<file path="config.mk">
export PLATFORM = sky130hd
export DESIGN_NAME = dds_tone_sequencer
export DESIGN_NICKNAME = d
export VERILOG_FILES = /design/src/rtl/dds_seq_pkg.sv /design/src/rtl/dds_seq_table.sv /design/src/rtl/dds_tone_sequencer.sv
export SDC_FILE = /design/constraint.sdc
export NUM_CORES = 1
export LEC_CHECK = 0
export CAP_MARGIN = 20
export CORE_ASPECT_RATIO = 0.7
export CORE_MARGIN = 2
export CORE_UTILIZATION = 55
export CTS_BUF_LIST = sky130_fd_sc_hd__clkbuf_4 sky130_fd_sc_hd__clkbuf_8
export CTS_CLUSTER_SIZE = 10
export DETAILED_ROUTE_END_ITERATION = 16
export HOLD_SLACK_MARGIN = 0.03
export PLACE_DENSITY = 0.75
export SLEW_MARGIN = 20
export SYNTH_ARGS = -nofsm -noshare
export SYNTH_HDL_FRONTEND = slang
export SYNTH_SLANG_ARGS = --single-unit
</file>
<file path="constraint.sdc">
create_clock -name clk -period 4 [get_ports clk]
set_input_delay 0.4 -clock clk [delete_from_list [all_inputs] [get_ports clk]]
set_output_delay 0.4 -clock clk [all_outputs]
set_load 0.05 [all_outputs]
</file>
<file path="src/rtl/dds_seq_pkg.sv">
// dds_seq_pkg: shared types and constants for the DDS tone sequencer.
// Holds the FSM state encoding, the cfg_data field layout and the
// duration decoding rule (a programmed duration of 0 means 256 clocks).
package dds_seq_pkg;

   // Sequencer FSM states
   typedef enum logic [0:0] {
      IDLE = 1'b0,
      RUN  = 1'b1
   } state_t;

   // Layout of one segment-table word
   localparam int CFG_W    = 16;
   localparam int PINC_MSB = 15;
   localparam int PINC_LSB = 8;
   localparam int DUR_MSB  = 7;
   localparam int DUR_LSB  = 0;

   // Duration field width and the counter width needed to hold 256
   localparam int DUR_W = DUR_MSB - DUR_LSB + 1;
   localparam int CNT_W = DUR_W + 1;

   // Length used when the programmed duration is zero
   localparam logic [CNT_W-1:0] DUR_ZERO_LEN = 9'd256;

   // Convert a raw duration field into a cycle count (1..256)
   function automatic logic [CNT_W-1:0] dur_decode(input logic [DUR_W-1:0] i_dur);
      logic [CNT_W-1:0] w_len;
      if (i_dur == 8'd0) begin
         w_len = DUR_ZERO_LEN;
      end else begin
         w_len = {1'b0, i_dur};
      end
      return w_len;
   endfunction

endpackage

</file>
<file path="src/rtl/dds_seq_table.sv">
// dds_seq_table: DEPTH x 16 segment register file.
// One synchronous write port and one asynchronous read port, so a word
// written on one edge is readable combinationally in the following cycle.
// Contents are deliberately not reset; software programs them before use.
module dds_seq_table
   import dds_seq_pkg::*;
#(
   parameter int DEPTH = 8,
   parameter int AW    = 3
) (
   input  logic             clk,
   input  logic             i_we,
   input  logic [AW-1:0]    i_waddr,
   input  logic [CFG_W-1:0] i_wdata,
   input  logic [AW-1:0]    i_raddr,
   output logic [CFG_W-1:0] o_rdata
);

   logic [CFG_W-1:0] r_mem [DEPTH];

   // Store a segment word when the write port is enabled
   always_ff @(posedge clk) begin
      if (i_we) begin
         r_mem[i_waddr] <= i_wdata;
      end
   end

   assign o_rdata = r_mem[i_raddr];

endmodule

</file>
<file path="src/rtl/dds_tone_sequencer.sv">
// dds_tone_sequencer: steps the DDS through a programmed list of tone
// segments (phase increment + duration), driving phase_inc/dds_en
// cycle-accurately and reporting progress.
// Optional feature macro: DDS_SEQ_LOOP_EN -- when defined, a sequence
// started with loop=1 wraps from the last segment back to segment 0 with
// no gap and only ends on stop or reset. When undefined, loop is ignored.
module dds_tone_sequencer
   import dds_seq_pkg::*;
#(
   parameter int DEPTH = 8,
   parameter int AW    = 3
) (
   input  logic             clk,
   input  logic             rst_n,
   input  logic             cfg_valid,
   output logic             cfg_ready,
   input  logic [AW-1:0]    cfg_addr,
   input  logic [CFG_W-1:0] cfg_data,
   input  logic [AW:0]      n_seg,
   input  logic             start,
   input  logic             stop,
   input  logic             loop,
   output logic [7:0]       phase_inc,
   output logic             dds_en,
   output logic [AW-1:0]    seg_idx,
   output logic             seg_start,
   output logic             busy,
   output logic             done
);

   // FSM state
   state_t           r_state;
   state_t           w_state_nxt;

   // Sequencing registers and their next values
   logic [AW-1:0]    r_idx;
   logic [AW-1:0]    w_idx_nxt;
   logic [AW-1:0]    r_last;
   logic [AW-1:0]    w_last_nxt;
   logic [CNT_W-1:0] r_cnt;
   logic [CNT_W-1:0] w_cnt_nxt;

   // Registered outputs and their next values
   logic [7:0]       r_phase_inc;
   logic [7:0]       w_phase_nxt;
   logic             r_dds_en;
   logic             w_dds_en_nxt;
   logic             r_seg_start;
   logic             w_seg_start_nxt;
   logic             r_busy;
   logic             w_busy_nxt;
   logic             r_done;
   logic             w_done_nxt;

   // Table access
   logic             w_wr_en;
   logic [AW-1:0]    w_rd_addr;
   logic [CFG_W-1:0] w_rd_data;
   logic [7:0]       w_rd_pinc;
   logic [DUR_W-1:0] w_rd_dur;

   // Start qualification and loop control
   logic             w_start_acc;
   logic [AW-1:0]    w_start_last;
   logic             w_loop_act;

   // The table is only writable while no sequence is playing
   assign cfg_ready = (r_state == IDLE);
   assign w_wr_en   = cfg_valid && (r_state == IDLE);

   assign w_start_acc = (r_state == IDLE) && start && !stop && (n_seg != '0);

   assign w_rd_pinc = w_rd_data[PINC_MSB:PINC_LSB];
   assign w_rd_dur  = w_rd_data[DUR_MSB:DUR_LSB];

   dds_seq_table #(
      .DEPTH (DEPTH),
      .AW    (AW)
   ) u_table (
      .clk     (clk),
      .i_we    (w_wr_en),
      .i_waddr (cfg_addr),
      .i_wdata (cfg_data),
      .i_raddr (w_rd_addr),
      .o_rdata (w_rd_data)
   );

`ifdef DDS_SEQ_LOOP_EN
   logic r_loop;

   // Capture the loop request together with each accepted start
   always_ff @(posedge clk or negedge rst_n) begin
      if (!rst_n) begin
         r_loop <= 1'b0;
      end else if (w_start_acc) begin
         r_loop <= loop;
      end else begin
         r_loop <= r_loop;
      end
   end

   assign w_loop_act = r_loop;
`else
   logic w_unused_loop;
   assign w_unused_loop = loop;
   assign w_loop_act    = 1'b0;
`endif

   // Index of the last segment to play: n_seg - 1, clamped to the table size
   always_comb begin
      if (n_seg > (AW+1)'(DEPTH)) begin
         w_start_last = AW'(DEPTH - 1);
      end else begin
         w_start_last = n_seg[AW-1:0] - AW'(1);
      end
   end

   // Read address always points at the segment that would be loaded next
   always_comb begin
      w_rd_addr = '0;
      case (r_state)
         IDLE: begin
            w_rd_addr = '0;
         end
         RUN: begin
            if (r_idx == r_last) begin
               w_rd_addr = '0;
            end else begin
               w_rd_addr = r_idx + AW'(1);
            end
         end
         default: begin
            w_rd_addr = '0;
         end
      endcase
   end

   // Next-state and next-output logic; pulses default low, everything else holds
   always_comb begin
      w_state_nxt     = r_state;
      w_idx_nxt       = r_idx;
      w_last_nxt      = r_last;
      w_cnt_nxt       = r_cnt;
      w_phase_nxt     = r_phase_inc;
      w_dds_en_nxt    = r_dds_en;
      w_busy_nxt      = r_busy;
      w_seg_start_nxt = 1'b0;
      w_done_nxt      = 1'b0;
      case (r_state)
         IDLE: begin
            if (w_start_acc) begin
               w_state_nxt     = RUN;
               w_idx_nxt       = '0;
               w_last_nxt      = w_start_last;
               w_phase_nxt     = w_rd_pinc;
               w_cnt_nxt       = dur_decode(w_rd_dur);
               w_dds_en_nxt    = 1'b1;
               w_busy_nxt      = 1'b1;
               w_seg_start_nxt = 1'b1;
            end else begin
               w_idx_nxt    = '0;
               w_phase_nxt  = 8'd0;
               w_dds_en_nxt = 1'b0;
               w_busy_nxt   = 1'b0;
            end
         end
         RUN: begin
            if (stop) begin
               // Abort wins over segment expiry and never reports done
               w_state_nxt  = IDLE;
               w_idx_nxt    = '0;
               w_cnt_nxt    = '0;
               w_phase_nxt  = 8'd0;
               w_dds_en_nxt = 1'b0;
               w_busy_nxt   = 1'b0;
            end else if (r_cnt == CNT_W'(1)) begin
               if ((r_idx == r_last) && !w_loop_act) begin
                  w_state_nxt  = IDLE;
                  w_idx_nxt    = '0;
                  w_cnt_nxt    = '0;
                  w_phase_nxt  = 8'd0;
                  w_dds_en_nxt = 1'b0;
                  w_busy_nxt   = 1'b0;
                  w_done_nxt   = 1'b1;
               end else begin
                  // Seamless hand-over to the next (or wrapped) segment
                  w_idx_nxt       = w_rd_addr;
                  w_phase_nxt     = w_rd_pinc;
                  w_cnt_nxt       = dur_decode(w_rd_dur);
                  w_seg_start_nxt = 1'b1;
               end
            end else begin
               w_cnt_nxt = r_cnt - CNT_W'(1);
            end
         end
         default: begin
            w_state_nxt  = IDLE;
            w_idx_nxt    = '0;
            w_cnt_nxt    = '0;
            w_phase_nxt  = 8'd0;
            w_dds_en_nxt = 1'b0;
            w_busy_nxt   = 1'b0;
         end
      endcase
   end

   // FSM state register
   always_ff @(posedge clk or negedge rst_n) begin
      if (!rst_n) begin
         r_state <= IDLE;
      end else begin
         r_state <= w_state_nxt;
      end
   end

   // Sequencing counters and registered outputs
   always_ff @(posedge clk or negedge rst_n) begin
      if (!rst_n) begin
         r_idx       <= '0;
         r_last      <= '0;
         r_cnt       <= '0;
         r_phase_inc <= 8'd0;
         r_dds_en    <= 1'b0;
         r_seg_start <= 1'b0;
         r_busy      <= 1'b0;
         r_done      <= 1'b0;
      end else begin
         r_idx       <= w_idx_nxt;
         r_last      <= w_last_nxt;
         r_cnt       <= w_cnt_nxt;
         r_phase_inc <= w_phase_nxt;
         r_dds_en    <= w_dds_en_nxt;
         r_seg_start <= w_seg_start_nxt;
         r_busy      <= w_busy_nxt;
         r_done      <= w_done_nxt;
      end
   end

   assign phase_inc = r_phase_inc;
   assign dds_en    = r_dds_en;
   assign seg_idx   = r_idx;
   assign seg_start = r_seg_start;
   assign busy      = r_busy;
   assign done      = r_done;

endmodule

</file>
# Yosys cells after proc, flatten, opt, wreduce, memory -nomap -nowiden
# Memories as Yosys holds them, arrays and structs flattened.
# Index checks and enable logic that the tools add are counted.
[classes]
n_reduce_logical = 9
addsub = 3
n_eq_ne = 5
mux = 36
n_lt_le_gt_ge = 1
bitwise_logic = 1
[op_table]
columns = ["cell", "n"]
rows = [
  ["$mux 9", 5],
  ["$mux 8", 4],
  ["$pmux 9 s2", 1],
  ["$pmux 8 s2", 1],
  ["$mux 1", 15],
  ["$mux 3", 5],
  ["$pmux 3 s2", 2],
  ["$eq 9x1->1 const B", 1],
  ["$sub 9x1->9 const B", 1],
  ["$logic_not 8->1", 1],
  ["$ne 3x2->1 const B", 2],
  ["$pmux 1 s2", 3],
  ["$gt 4x4->1 const B", 1],
  ["$logic_and 1x1->1", 4],
  ["$reduce_and 2->1", 2],
  ["$reduce_bool 4->1", 1],
  ["$add 3x1->3 const B", 1],
  ["$eq 3x3->1", 1],
  ["$sub 3x1->3 const B", 1],
  ["$ne 2x1->1 const B", 1],
  ["$logic_not 1->1", 1],
  ["$not 1->1", 1],
]
[word_totals]
mem_bits_rw = 128
regBits = 27
mem_count = 1
out_inout_bits = 16
[memory_table]
columns = ["name", "depth", "width", "rd", "rd_clocked_by_memory_dff", "wr", "line_no", "rtl"]
rows = [
  ["u_table.r_mem", 8, 16, 1, 0, 1, "dds_seq_table.sv:19", "logic [CFG_W-1:0] r_mem [DEPTH];"],
]

# Longest topological paths before layout
# An unclocked memory read counts as a cell.
[logic_depth]
depth_word = 10
ltp_mapped = 11

# Modules after synthesis
# A second synthesis with hierarchy kept.
[unflattened]
cells_unflattened = 379
area_unflattened_um2 = 6528.8
[by_module_without_submodules]
columns = ["mod", "n_inst", "cells_each", "area_per_inst_um2", "seq_area_each_um2"]
rows = [
  ["dds_seq_table", 1, 198, 4973.5, 3843.7],
  ["dds_tone_sequencer", 1, 181, 1555.2, 675.6],
]

# Worst setup path after synthesis
# OpenSTA, ideal clock, no wires.
[synth_timing]
path_kind = "register to register"
startpoint = "reg r_state"
endpoint = "mem u_table.r_mem[2][0] (enable)"
path_stages_with_launch = 3
setup_slack_ns = 1.204
setup_time_ns = 0.432
arrival_ns = 2.364
t_required_ns = 3.568
path_cell_list = "dfrtp_1 > clkbuf_1 > nor4_1"
[synth_via]
elab_chain_len = 4
[synth_rtl]
columns = ["element", "line_no", "rtl"]
rows = [
  ["start: declaration", "dds_tone_sequencer.sv:32", "state_t r_state;"],
  ["start signal: assignment", "dds_tone_sequencer.sv:212", "r_state <= w_state_nxt;"],
  ["$not 1->1 (no source line)", "--", ""],
  ["$logic_and 1x1->1", "dds_tone_sequencer.sv:69", "assign w_wr_en = cfg_valid && (r_state == IDLE);"],
  ["$mux 1", "dds_seq_table.sv:23", "if (i_we) begin"],
  ["$mux 1 (not written as such)", "dds_seq_table.sv:24", "r_mem[i_waddr] <= i_wdata;"],
  ["end: declaration", "dds_seq_table.sv:19", ""],
]
# Every way passes these cells.

# Final worst setup path
[layout_timing]
startpoint = "reg r_idx[2] (netlist: seg_idx[2])"
endpoint = "reg r_cnt[4]"
[layout_via]
elab_chain_len = 10
word_cells_on_any_way = 12
classes_between = "add/sub (1); eq/ne (1); mux (8); reduce/logical (1); memory (1)"
[layout_rtl]
columns = ["element", "line_no", "rtl"]
rows = [
  ["start: declaration", "dds_tone_sequencer.sv:36", "logic [AW-1:0] r_idx;"],
  ["start signal: assignment", "dds_tone_sequencer.sv:228", "r_idx <= w_idx_nxt;"],
  ["$add 3x1->3 / $eq 3x3->1 (equally long branches)", "dds_tone_sequencer.sv:129, dds_tone_sequencer.sv:126, dds_tone_sequencer.sv:177", ""],
  ["$mux 3", "dds_tone_sequencer.sv:126", "if (r_idx == r_last) begin"],
  ["$pmux 3 s2", "dds_tone_sequencer.sv:121", "case (r_state)"],
  ["$mem_v2 8x16", "--", ""],
  ["$logic_not 8->1", "dds_seq_pkg.sv:29", "if (i_dur == 8'd0) begin"],
  ["$mux 9", "dds_seq_pkg.sv:29", ""],
  ["$mux 9", "dds_tone_sequencer.sv:177", "if ((r_idx == r_last) && !w_loop_act) begin"],
  ["$mux 9", "dds_tone_sequencer.sv:176", "end else if (r_cnt == CNT_W'(1)) begin"],
  ["$mux 9", "dds_tone_sequencer.sv:168", "if (stop) begin"],
  ["$pmux 9 s2 *", "dds_tone_sequencer.sv:149", "case (r_state)"],
  ["end signal: assignment", "dds_tone_sequencer.sv:230", "r_cnt <= w_cnt_nxt;"],
  ["end: declaration", "dds_tone_sequencer.sv:40", "logic [CNT_W-1:0] r_cnt;"],
]
# Every way passes the cells marked *; elsewhere a longest branch is shown, timed or not. The select of a mux whose other input is x is not followed.
# A chain may end at the register's enable or synchronous reset.

==> run summary <==
TritonCTS clock tree -> yes
CP startpoint kind -> register
Placeable core area -> 11800 um^2
Net count, final -> 581
Fin Setup TNS -> 0 ps
Share of layout cells above drive strength 1 -> 13.4%
Total track usage -> 23.6%
Via-per-instance ratio -> 5.93
Required @ worst endpoint -> 4310 ps
Initial antenna violation count -> 0
Clk_skew -> 9.49 ps
Diode count -> 0
Warning count from the yosys run -> 0
VDD IR-drop max -> 0.000289 V
Leakage -> 0.00265 uW
Setup violators final -> 0
DP Cell Count -> 686
Tcrit/Tclk final -> 78.6%
Pwr/cell area -> 450 nW/um^2
Fmax -> 318 MHz
Die height -> 96.2 um
Yosys reg bits -> 155
Status -> completed
Routed Antenna Nets -> 0
DP HPWL -> 8980 um
Routed WL -> 14500 um
Relative slew slack -> 38.4%
Initial Utilization -> 56.7%
MaxCap Viol Count -> 0
First-pass GRT wire length -> 22400 um
Endpoints failing hold -> 0
Leading area contributor after synthesis -> edfxtp_1
Routability congestion estimate -> 0.837
Crit Path Max Fanout -> 17
Max incr delay on CP -> 840 ps
Post-synthesis net count -> 530
Via Count -> 4261
Num CTS Buffers -> 17
Total gr overflow -> 0
CTS root buf -> clkbuf_8
Commonest cells post-synth -> edfxtp_1, nand2_1, dfrtp_1
Sequential element share of the synthesized area -> 67.7%
Synth top area share -> 57.6%
H-tree levels -> 4
Most used DFF post-synth -> edfxtp_1
Count leader, synth -> edfxtp_1
Vias in the first global route -> 4133
Crit-path slowest cell -> o311ai_4
Die X -> 136 um
Final Max Slew Viols -> 0
Clk_lat worst skew -> 440 ps
Finished Layout Cells -> 718
Number of cell rows -> 33
WL per Instance -> 20.1 um
Unrepaired setup endpoints after global routing -> false
Post-CTS Setup Bufs -> 0
CP Cell Sequence -> xor2_2 > o311ai_4 > buf_4 > mux2i_1 > a21oi_1 > o22ai_1 > o32a_1 > o21ai_1
CP Capture Type -> register
Type of the worst setup path -> reg -> reg
Largest cells by area after synthesis -> edfxtp_1, dfrtp_1, nand2_1
Clock sink count -> 155
Resize count post-CTS -> 0
Hold buffers post-CTS -> 0
Netlist cell types -> 67
Clock Tree Buf Depth -> 2
Util after Layout -> 65.3%
Tmin final -> 3140 ps
Port Buffers -> 43
Hold WS -> 206 ps
Synthesized area -> 6670 um^2
Worst EP arrival -> 3450 ps
Mapped Avg Cell Area -> 13.4 um^2
DRC viols -> 0
Asr flop ratio synth -> 17.4%
Top-Level Pins -> 45
Cells after synthesis -> 497
Die Area -> 13000 um^2
Layout filler cell count -> 837
Number of synthesized flops with an enable pin -> 128
Hold WC Path Type -> in -> async
Initial DRC count -> 320
Area growth syn-to-layout -> 15.2%
Drt pass-1 iters -> 5
Slew at the pin closest to its max-slew limit -> 922 ps
CTS clk-pin slew, worst paths -> 80 ps
Largest net degree at the start of global routing -> 37
## layer usage
metal / up-vias / track usage, % / wire length [um]
met5: - / 0 / 0
met4: 0 / 7.55 / 242
met3: 21 / 6.32 / 1250
met2: 186 / 37.1 / 6540
met1: 2059 / 32.6 / 6440
li1: 1995 / - / -
## worst max-delay path, delay by kind of cell (launching register included)
family          cells  cell delay (ps)
compound gates      5             1640
xor+xnor            1              250
mux                 1              210
buf+inv             1              300
flops               1              600
## power by group
| group | internal, uW | leakage [uW] | switching [uW] |
|---|---|---|---|
| sequential | 1810 | 0.00151 | 56.7 |
| clock | 567 | 0.000201 | 601 |
| combinational | 145 | 0.000942 | 276 |
## layout make-up
class	count	area (um^2)	share of cell area [%]
flip-flops and latches	155	4520	58.8
multi-input cells	308	2000	26.0
repair buffers	57	536	6.97
clock buffers	17	234	3.04
well taps	157	196	2.56
clock inverters	15	165	2.15
inverters	9	33.8	0.440
## stage by stage
stage	area, um^2	total power [uW]	worst slack (ps)
floorplan	6670	2160	1200
detailed placement	7290	2320	955
CTS	7690	3480	924
global route	7690	3590	693
global placement	7290	2310	1020
finish	7690	3460	858
## kinds of logic (layout without fill, tap and decap cells)
logic type,Yosys count,in the layout,synth area share (%)
buffers and inverters,34,98,2.91
AOI/OAI and AO/OA,113,113,12.2
muxes,17,17,2.96
xor gates and xnor gates,8,8,1.78
adders and majority gates,4,4,0.750
DFF,155,155,67.7
and+or+nand+nor,166,166,11.6
## registers in the layout, indices dropped and copies added (netlist names)
register	cells
phase_inc	8
r_state	1
seg_idx	3
busy	1
r_last	3
r_cnt	9
done	1
seg_start	1
u_table.r_mem	128
## worst paths after layout
path	start	to	slack [ps]	depth (start not counted)
max	seg_idx[2]	r_cnt[4]	860	8
min	rst_n	r_state	210	1
max reg2reg	seg_idx[2]	r_cnt[4]	860	8
min reg2reg	phase_inc[4]	phase_inc[4]	490	2
max in group asynchronous	rst_n	seg_start	3220	2
min in group clk	phase_inc[4]	phase_inc[4]	490	2
## placed cells by master, fill, tap and decap left out, types with 3 or more instances in the layout
cell | synthesis | layout
nor3_1 | 11 | 7
a31oi_1 | 9 | 9
nor3_2 | 0 | 4
inv_1 | 7 | 7
a22oi_1 | 3 | 3
edfxtp_1 | 128 | 128
nor4_1 | 5 | 3
clkinv_2 | 0 | 3
nand3b_1 | 3 | 3
o21a_1 | 4 | 4
clkdlybuf4s50_1 | 0 | 43
o22ai_1 | 6 | 6
clkinv_4 | 0 | 3
nor4_2 | 1 | 3
nor2b_1 | 3 | 3
and3_1 | 9 | 9
nor2_1 | 21 | 21
inv_6 | 0 | 3
dfrtp_1 | 27 | 27
a221oi_1 | 3 | 3
xor2_2 | 3 | 3
nand2_1 | 74 | 74
mux2i_1 | 13 | 13
buf_4 | 5 | 14
xnor2_1 | 3 | 3
nand3_1 | 23 | 23
o21ai_1 | 12 | 12
a211oi_1 | 11 | 11
o221ai_1 | 3 | 3
clkbuf_8 | 0 | 17
o21ai_0 | 20 | 20
ha_1 | 4 | 4
a21oi_1 | 15 | 15
nand2b_1 | 8 | 8
Note: power is estimated with default switching activity, not from simulation.
